==> config.mk <==
export PLATFORM = sky130hd
export DESIGN_NAME = axis_pkt_fifo
export DESIGN_NICKNAME = d
export VERILOG_FILES = /design/src/rtl/axis_pkt_fifo_pkg.sv /design/src/rtl/axis_fifo_ram.sv /design/src/rtl/axis_pkt_fifo.sv
export SDC_FILE = /design/constraint.sdc
export NUM_CORES = 1
export LEC_CHECK = 0
export ABC_AREA = 1
export CORE_MARGIN = 1
export CORE_UTILIZATION = 50
export CTS_BUF_LIST = sky130_fd_sc_hd__clkbuf_8 sky130_fd_sc_hd__clkbuf_16
export CTS_CLUSTER_SIZE = 40
export DETAILED_ROUTE_END_ITERATION = 10
export GPL_ROUTABILITY_DRIVEN = 0
export PLACE_DENSITY_LB_ADDON = 0.08
export SLEW_MARGIN = 20
export SYNTH_ARGS = -nofsm -noshare
export SYNTH_HDL_FRONTEND = slang
export SYNTH_HIERARCHICAL = 1
export SYNTH_SLANG_ARGS = --single-unit
==> constraint.sdc <==
create_clock -name ACLK -period 2.9 [get_ports ACLK]
set_input_delay 0.87 -clock ACLK [delete_from_list [all_inputs] [get_ports ACLK]]
set_output_delay 0.87 -clock ACLK [all_outputs]
set_load 0.01 [all_outputs]
==> src/rtl/axis_pkt_fifo_pkg.sv <==
// axis_pkt_fifo_pkg: shared types and helpers for the store-and-forward AXI4-Stream packet FIFO.
// Contents: wr_state_t write-side state enum, ptr_w() pointer width helper (index bits plus wrap bit).
// The beat struct depends on the top's width parameters, so it is declared in axis_pkt_fifo.
package axis_pkt_fifo_pkg;
   typedef enum logic {ACCEPT, DISCARD} wr_state_t;
   function automatic int ptr_w(input int depth);
      return $clog2(depth) + 1;
   endfunction
endpackage

==> src/rtl/axis_fifo_ram.sv <==
// axis_fifo_ram: simple dual-port RAM, one write port plus a registered read port.
// Ports: clk; we/waddr/wdata write port; re/raddr read request, rdata updates on the edge after re
// and holds its value while re is low.
module axis_fifo_ram #(
   parameter int W  = 8,
   parameter int AW = 4
) (
   input  logic          clk,
   input  logic          we,
   input  logic [AW-1:0] waddr,
   input  logic [W-1:0]  wdata,
   input  logic          re,
   input  logic [AW-1:0] raddr,
   output logic [W-1:0]  rdata
);
   logic [W-1:0] mem [2**AW];
   always_ff @(posedge clk) begin
      if (we) mem[waddr] <= wdata;
      if (re) rdata <= mem[raddr];
   end
endmodule

==> src/rtl/axis_pkt_fifo.sv <==
// axis_pkt_fifo: store-and-forward AXI4-Stream packet FIFO; only complete packets reach the master side.
// Ports: ACLK, ARESETn (async, active low); S_* slave stream in; M_* master stream out;
// PKT_COUNT = complete packets held (including one partly read); DROP = one-cycle pulse per discarded packet.
// Optional macro AXIS_PKT_FIFO_DROP_ON_USER_EN: a TLAST beat with S_TUSER[0]=1 discards its packet.
module axis_pkt_fifo import axis_pkt_fifo_pkg::*; #(
   parameter int N     = 1,
   parameter int I     = 1,
   parameter int D     = 1,
   parameter int U     = 1,
   parameter int DEPTH = 16
) (
   input  logic                      ACLK,
   input  logic                      ARESETn,
   input  logic                      S_TVALID,
   output logic                      S_TREADY,
   input  logic [8*N-1:0]            S_TDATA,
   input  logic [N-1:0]              S_TSTRB,
   input  logic [N-1:0]              S_TKEEP,
   input  logic [I-1:0]              S_TID,
   input  logic [D-1:0]              S_TDEST,
   input  logic [U-1:0]              S_TUSER,
   input  logic                      S_TLAST,
   output logic                      M_TVALID,
   input  logic                      M_TREADY,
   output logic [8*N-1:0]            M_TDATA,
   output logic [N-1:0]              M_TSTRB,
   output logic [N-1:0]              M_TKEEP,
   output logic [I-1:0]              M_TID,
   output logic [D-1:0]              M_TDEST,
   output logic [U-1:0]              M_TUSER,
   output logic                      M_TLAST,
   output logic [ptr_w(DEPTH)-1:0]   PKT_COUNT,
   output logic                      DROP
);
   localparam int PW = ptr_w(DEPTH);
   localparam int AW = PW - 1;
   localparam logic [PW-1:0] ONE = PW'(1);
   localparam logic [PW-1:0] DEP = PW'(DEPTH);

   typedef struct packed {
      logic [8*N-1:0] data;
      logic [N-1:0]   strb;
      logic [N-1:0]   keep;
      logic [I-1:0]   id;
      logic [D-1:0]   dest;
      logic [U-1:0]   user;
      logic           last;
   } beat_t;

   // rd_ptr advances only when a beat leaves on M, so beats sitting in the read
   // pipeline still occupy their RAM slot; fetch_ptr is the RAM read address.
   logic [PW-1:0] wr_ptr, commit_ptr, fetch_ptr, rd_ptr, wr_next;
   wr_state_t     state;
   logic          live, full, s_hs, m_hs, wr_en, oversize, user_drop, inc, dec;
   logic          fetch, a_v, load, m_v;
   beat_t         s_beat, a_beat, m_beat;

`ifdef AXIS_PKT_FIFO_DROP_ON_USER_EN
   assign user_drop = S_TUSER[0];
`else
   assign user_drop = 1'b0;
`endif

   assign s_beat   = {S_TDATA, S_TSTRB, S_TKEEP, S_TID, S_TDEST, S_TUSER, S_TLAST};
   assign wr_next  = wr_ptr + ONE;
   assign full     = (wr_ptr - rd_ptr) == DEP;
   // live holds S_TREADY low until the first clock after reset release
   assign S_TREADY = live && (state == DISCARD || !full);
   assign s_hs     = S_TVALID && S_TREADY;
   assign wr_en    = s_hs && state == ACCEPT;
   assign oversize = !S_TLAST && (wr_next - commit_ptr) == DEP;
   assign inc      = wr_en && S_TLAST && !user_drop;

   always_ff @(posedge ACLK or negedge ARESETn) begin
      if (!ARESETn) begin
         live       <= 1'b0;
         state      <= ACCEPT;
         wr_ptr     <= '0;
         commit_ptr <= '0;
         DROP       <= 1'b0;
      end else begin
         live <= 1'b1;
         DROP <= 1'b0;
         if (wr_en) begin
            if (S_TLAST && !user_drop) begin
               wr_ptr     <= wr_next;
               commit_ptr <= wr_next;
            end else if (S_TLAST || oversize) begin
               // rewind over the partial packet; an oversize packet swallows its tail in DISCARD
               wr_ptr <= commit_ptr;
               DROP   <= 1'b1;
               state  <= S_TLAST ? ACCEPT : DISCARD;
            end else begin
               wr_ptr <= wr_next;
            end
         end else if (s_hs && S_TLAST) begin
            state <= ACCEPT;
         end
      end
   end

   axis_fifo_ram #(.W($bits(beat_t)), .AW(AW)) u_ram (
      .clk   (ACLK),
      .we    (wr_en),
      .waddr (wr_ptr[AW-1:0]),
      .wdata (s_beat),
      .re    (fetch),
      .raddr (fetch_ptr[AW-1:0]),
      .rdata (a_beat)
   );

   // Two-stage read: RAM read register (a_v) feeds the output register (m_v).
   // Both advance together whenever the output can accept, sustaining one beat per cycle.
   assign load  = a_v && (!m_v || M_TREADY);
   assign fetch = (!a_v || load) && fetch_ptr != commit_ptr && PKT_COUNT != '0;
   assign m_hs  = m_v && M_TREADY;
   assign dec   = m_hs && m_beat.last;

   always_ff @(posedge ACLK or negedge ARESETn) begin
      if (!ARESETn) begin
         fetch_ptr <= '0;
         rd_ptr    <= '0;
         a_v       <= 1'b0;
         m_v       <= 1'b0;
         m_beat    <= '0;
         PKT_COUNT <= '0;
      end else begin
         if (fetch) fetch_ptr <= fetch_ptr + ONE;
         if (m_hs) rd_ptr <= rd_ptr + ONE;
         a_v <= fetch || (a_v && !load);
         m_v <= load || (m_v && !M_TREADY);
         if (load) m_beat <= a_beat;
         PKT_COUNT <= PKT_COUNT + PW'(inc) - PW'(dec);
      end
   end

   assign M_TVALID = m_v;
   assign M_TDATA  = m_beat.data;
   assign M_TSTRB  = m_beat.strb;
   assign M_TKEEP  = m_beat.keep;
   assign M_TID    = m_beat.id;
   assign M_TDEST  = m_beat.dest;
   assign M_TUSER  = m_beat.user;
   assign M_TLAST  = m_beat.last;
endmodule
==> flow_summary.ini <==
[cells_and_area]
final_cell_mix = nand2_1 (354), edfxtp_1 (238), inv_1 (216)
num_antenna_cells = 0
nFillCells = 2061
drive_above_1_share = 0.101
utilization = 0.595
final_cell_area_sq_um = 14600
area_growth_syn_to_layout_pct = 15.6
final_nets = 1340
regArea_sq_um = 8250
layout_commonest_cell = nand2_1
multi_input_area_sq_um = 3290

[floorplanning]
start_util = 0.514
core_area_sq_um = 24500
row_count = 57
die_y_um = 161
io_pins = 40
die-area_sq_um = 25900
die_w_um = 161

[global_route]
grt_pass1_vias = 7859
grt_max_degree = 117
top_usage_layer = met2
overflow = 0
use_met2 = 0.359
antenna_found_initial = 0
grt_util_met1 = 0.313
grt_use_met3 = 0.0343
grt_pass1_wl_mm = 43.6
grt_use_total = 0.221

[logic_synthesis]
synth_seq_cells = 282
netlist-cell-type-count = 34
netlist_top_cells_area = edfxtp_1 (57%), nand2_1 (11%), dfrtp_1 (8.7%)
synth_compound_area_frac = 0.0105
syn_area_sq_um = 12600
synth_area_leader_cell = edfxtp_1
synth_edf_count = 238
syn_avg_cell_area_sq_um = 10.3
yosys.area_share.adder = 0.0184
synthFlopType = edfxtp_1
muxShareOfSynthArea = 0.0116
synth_top_family_by_area = simple AND/OR/NAND/NOR gates
syn_nets = 1259
synthXorXnorAreaFrac = 0.0111
postSynth.asyncResetShare = 0.156
synth_seq_area_share = 0.654
synth_top_area_share = 0.566
ys_warn_count = 6
yosys.area_share.simple = 0.206
synthCells = 1223

[routing]
dr.pass1.iters = 5
routed_wl_mm = 28.0
drtIter0Drc = 720
via_count = 8428
routedWlPerCell_um = 16.9
antenna_left = 0
vias_per_cell = 5.10
drc = 0

[worst_setup_path]
worst_path_most_repeated_cell = nor2_1
reg2reg_setup_slack_ns = 0.22
path_cells = ha_2, nand2_1, nor2_1, o21ai_1, nor2_1, a21boi_1, buf_2
ff2ff_path_depth = 18
critical-path-max-stage-delay_ns = 0.41
slowest_stage = dfrtp_1
cp-start-kind = flop
end_kind = output port
required_ns = 2.03
cp_top_family = flip-flops
crit_fanout = 3
reg2reg_from = rd_ptr[3]
crit_cells = 7
crit_buf_inv = 1
critPathKind = flop to output port
arrival_ns = 1.86
rr_endpoint = PKT_COUNT[4]

[clock_network]
cts.sinks = 282
cts_max_level = 1
clockBufferDepth = 3
insertion_delay_ns = 0.55
tritoncts = done
clkTransAtPathRegs_ns = 0.06
cts-buffers-inserted = 31
ctsRootBufferMaster = clkbuf_16

[sta]
slew_violations = 0
rsz0062_at_grt = false
fmax_mhz = 366
hold_viol = 0
tns_ns = 0
relSlewSlack = 0.498
worstMarginPinSlew_ns = 0.754
setup_ws_ns = 0.166
finalCritPeriodShare = 0.943
min_period_ns = 2.73
finClkSkew_ns = 0.00961
setup_violations = 0

[run]
maxCapViolations = 0

[power]
ir_worst_vdd_mv = 0.603
fin_total_pwr_w = 0.0145
p_per_area_nw_per_um2 = 993
p_leak_nw = 6.44

[placed_design]
placed_area_sq_um = 13600
dp_hpwl_mm = 17.2
portBuffers = 39
pre_cts_ws_ns = -0.241

[outcome]
status = complete, no violations

[worst_hold_path]
hp-class = input pin to asynchronous set/reset pin
area by class of cell:
class | count | share of cell area
multi-input cells | 678 | 0.225
flip-flops and latches | 282 | 0.566
clock buffers | 31 | 0.0532
repair buffers | 95 | 0.0609
well taps | 324 | 0.0278
clock inverters | 26 | 0.0113
inverters | 216 | 0.0558
how the worst max path moves through the flow:
stage,start,to,slack [ns]
6_report,rd_ptr[0],S_TREADY,0.17
5_1_grt,rd_ptr[3],PKT_COUNT[4],0.006
4_1_cts,rd_ptr[3],PKT_COUNT[4],0.03
3_5_place_dp,S_TVALID,PKT_COUNT[4],-0.24
3_3_place_gp,S_TVALID,PKT_COUNT[4],-0.24
2_1_floorplan,wr_ptr[0],PKT_COUNT[4],0.005
flip-flops by register name, indices dropped and copies added, names as in the netlist, 5 cells and up:
name         count
M_TDATA          8
PKT_COUNT        5
commit_ptr       5
fetch_ptr        5
rd_ptr           5
u_ram/mem      224
u_ram/rdata     14
wr_ptr           5
Yosys cell counts, types with 2 or more instances:
cell / n
nand2_1: 354
edfxtp_1: 238
inv_1: 212
nand3_1: 207
dfrtp_1: 44
nor2_1: 31
buf_2: 24
ha_1: 17
mux2_2: 13
xor2_1: 12
buf_6: 11
a21oi_1: 9
o21ai_0: 6
clkbuf_1: 5
o21bai_1: 5
buf_1: 4
xnor2_1: 4
buf_4: 3
inv_2: 3
nand3_2: 3
nand4_1: 3
nand3b_1: 2
nor2_4: 2
worst register-to-register path, cell delays in order (launching register included):
cell and delay [ns]:
dfrtp_1 0.39, inv_2 0.08, ha_4 0.20, nor2_2 0.12, nand3_1 0.09, nand2_1 0.07
nor2_1 0.06, nand2_2 0.07, nand3_2 0.09, nor2_4 0.09, nand2_1 0.08, ha_1 0.28
inv_1 0.04, ha_2 0.17, fa_2 0.36, a21oi_2 0.12, nor2_1 0.04, nor2_1 0.10
xor2_1 0.16
through the flow:
| stage | cells | hold slack [ns] |
|---|---|---|
| 3_5_place_dp | 1594 | 0.471 |
| 4_1_cts | 1651 | 0.338 |
| 2_1_floorplan | 1223 | 0.442 |
| 6_report | 1652 | 0.335 |
| 3_3_place_gp | 1594 | 0.459 |
| 5_1_grt | 1652 | 0.366 |
metal layers:
layer,vias to the layer above,wire length (um)
li1,4132,-
met1,4021,12300
met2,241,13400
met3,34,1730
met4,0,529
met5,-,0
cell families after synthesis:
kind of cell / after synthesis
AND/OR/NAND/NOR: 607
flip-flops: 282
buffers and inverters: 263
AO/OA/AOI/OAI: 23
adder cells (fa/ha/maj): 18
XOR/XNOR: 16
multiplexers: 13
other: 1
power breakdown:
| group | internal (W) | switching, W | leakage [nW] |
|---|---|---|---|
| clock network | 0.00210 | 0.00152 | 0.493 |
| registers | 0.00505 | 0.000272 | 2.68 |
| logic | 0.00196 | 0.00358 | 3.26 |
what timing repair did:
| item | CTS | global route |
|---|---|---|
| hold buffers | 0 | 0 |
| setup endpoints to repair | 2 | 3 |
| buffers inserted | 0 | 1 |
| gates resized for setup | 5 | 9 |
| pin swaps | 0 | 2 |
| gates cloned | 0 | 0 |
(Power assumes the default switching activity.)
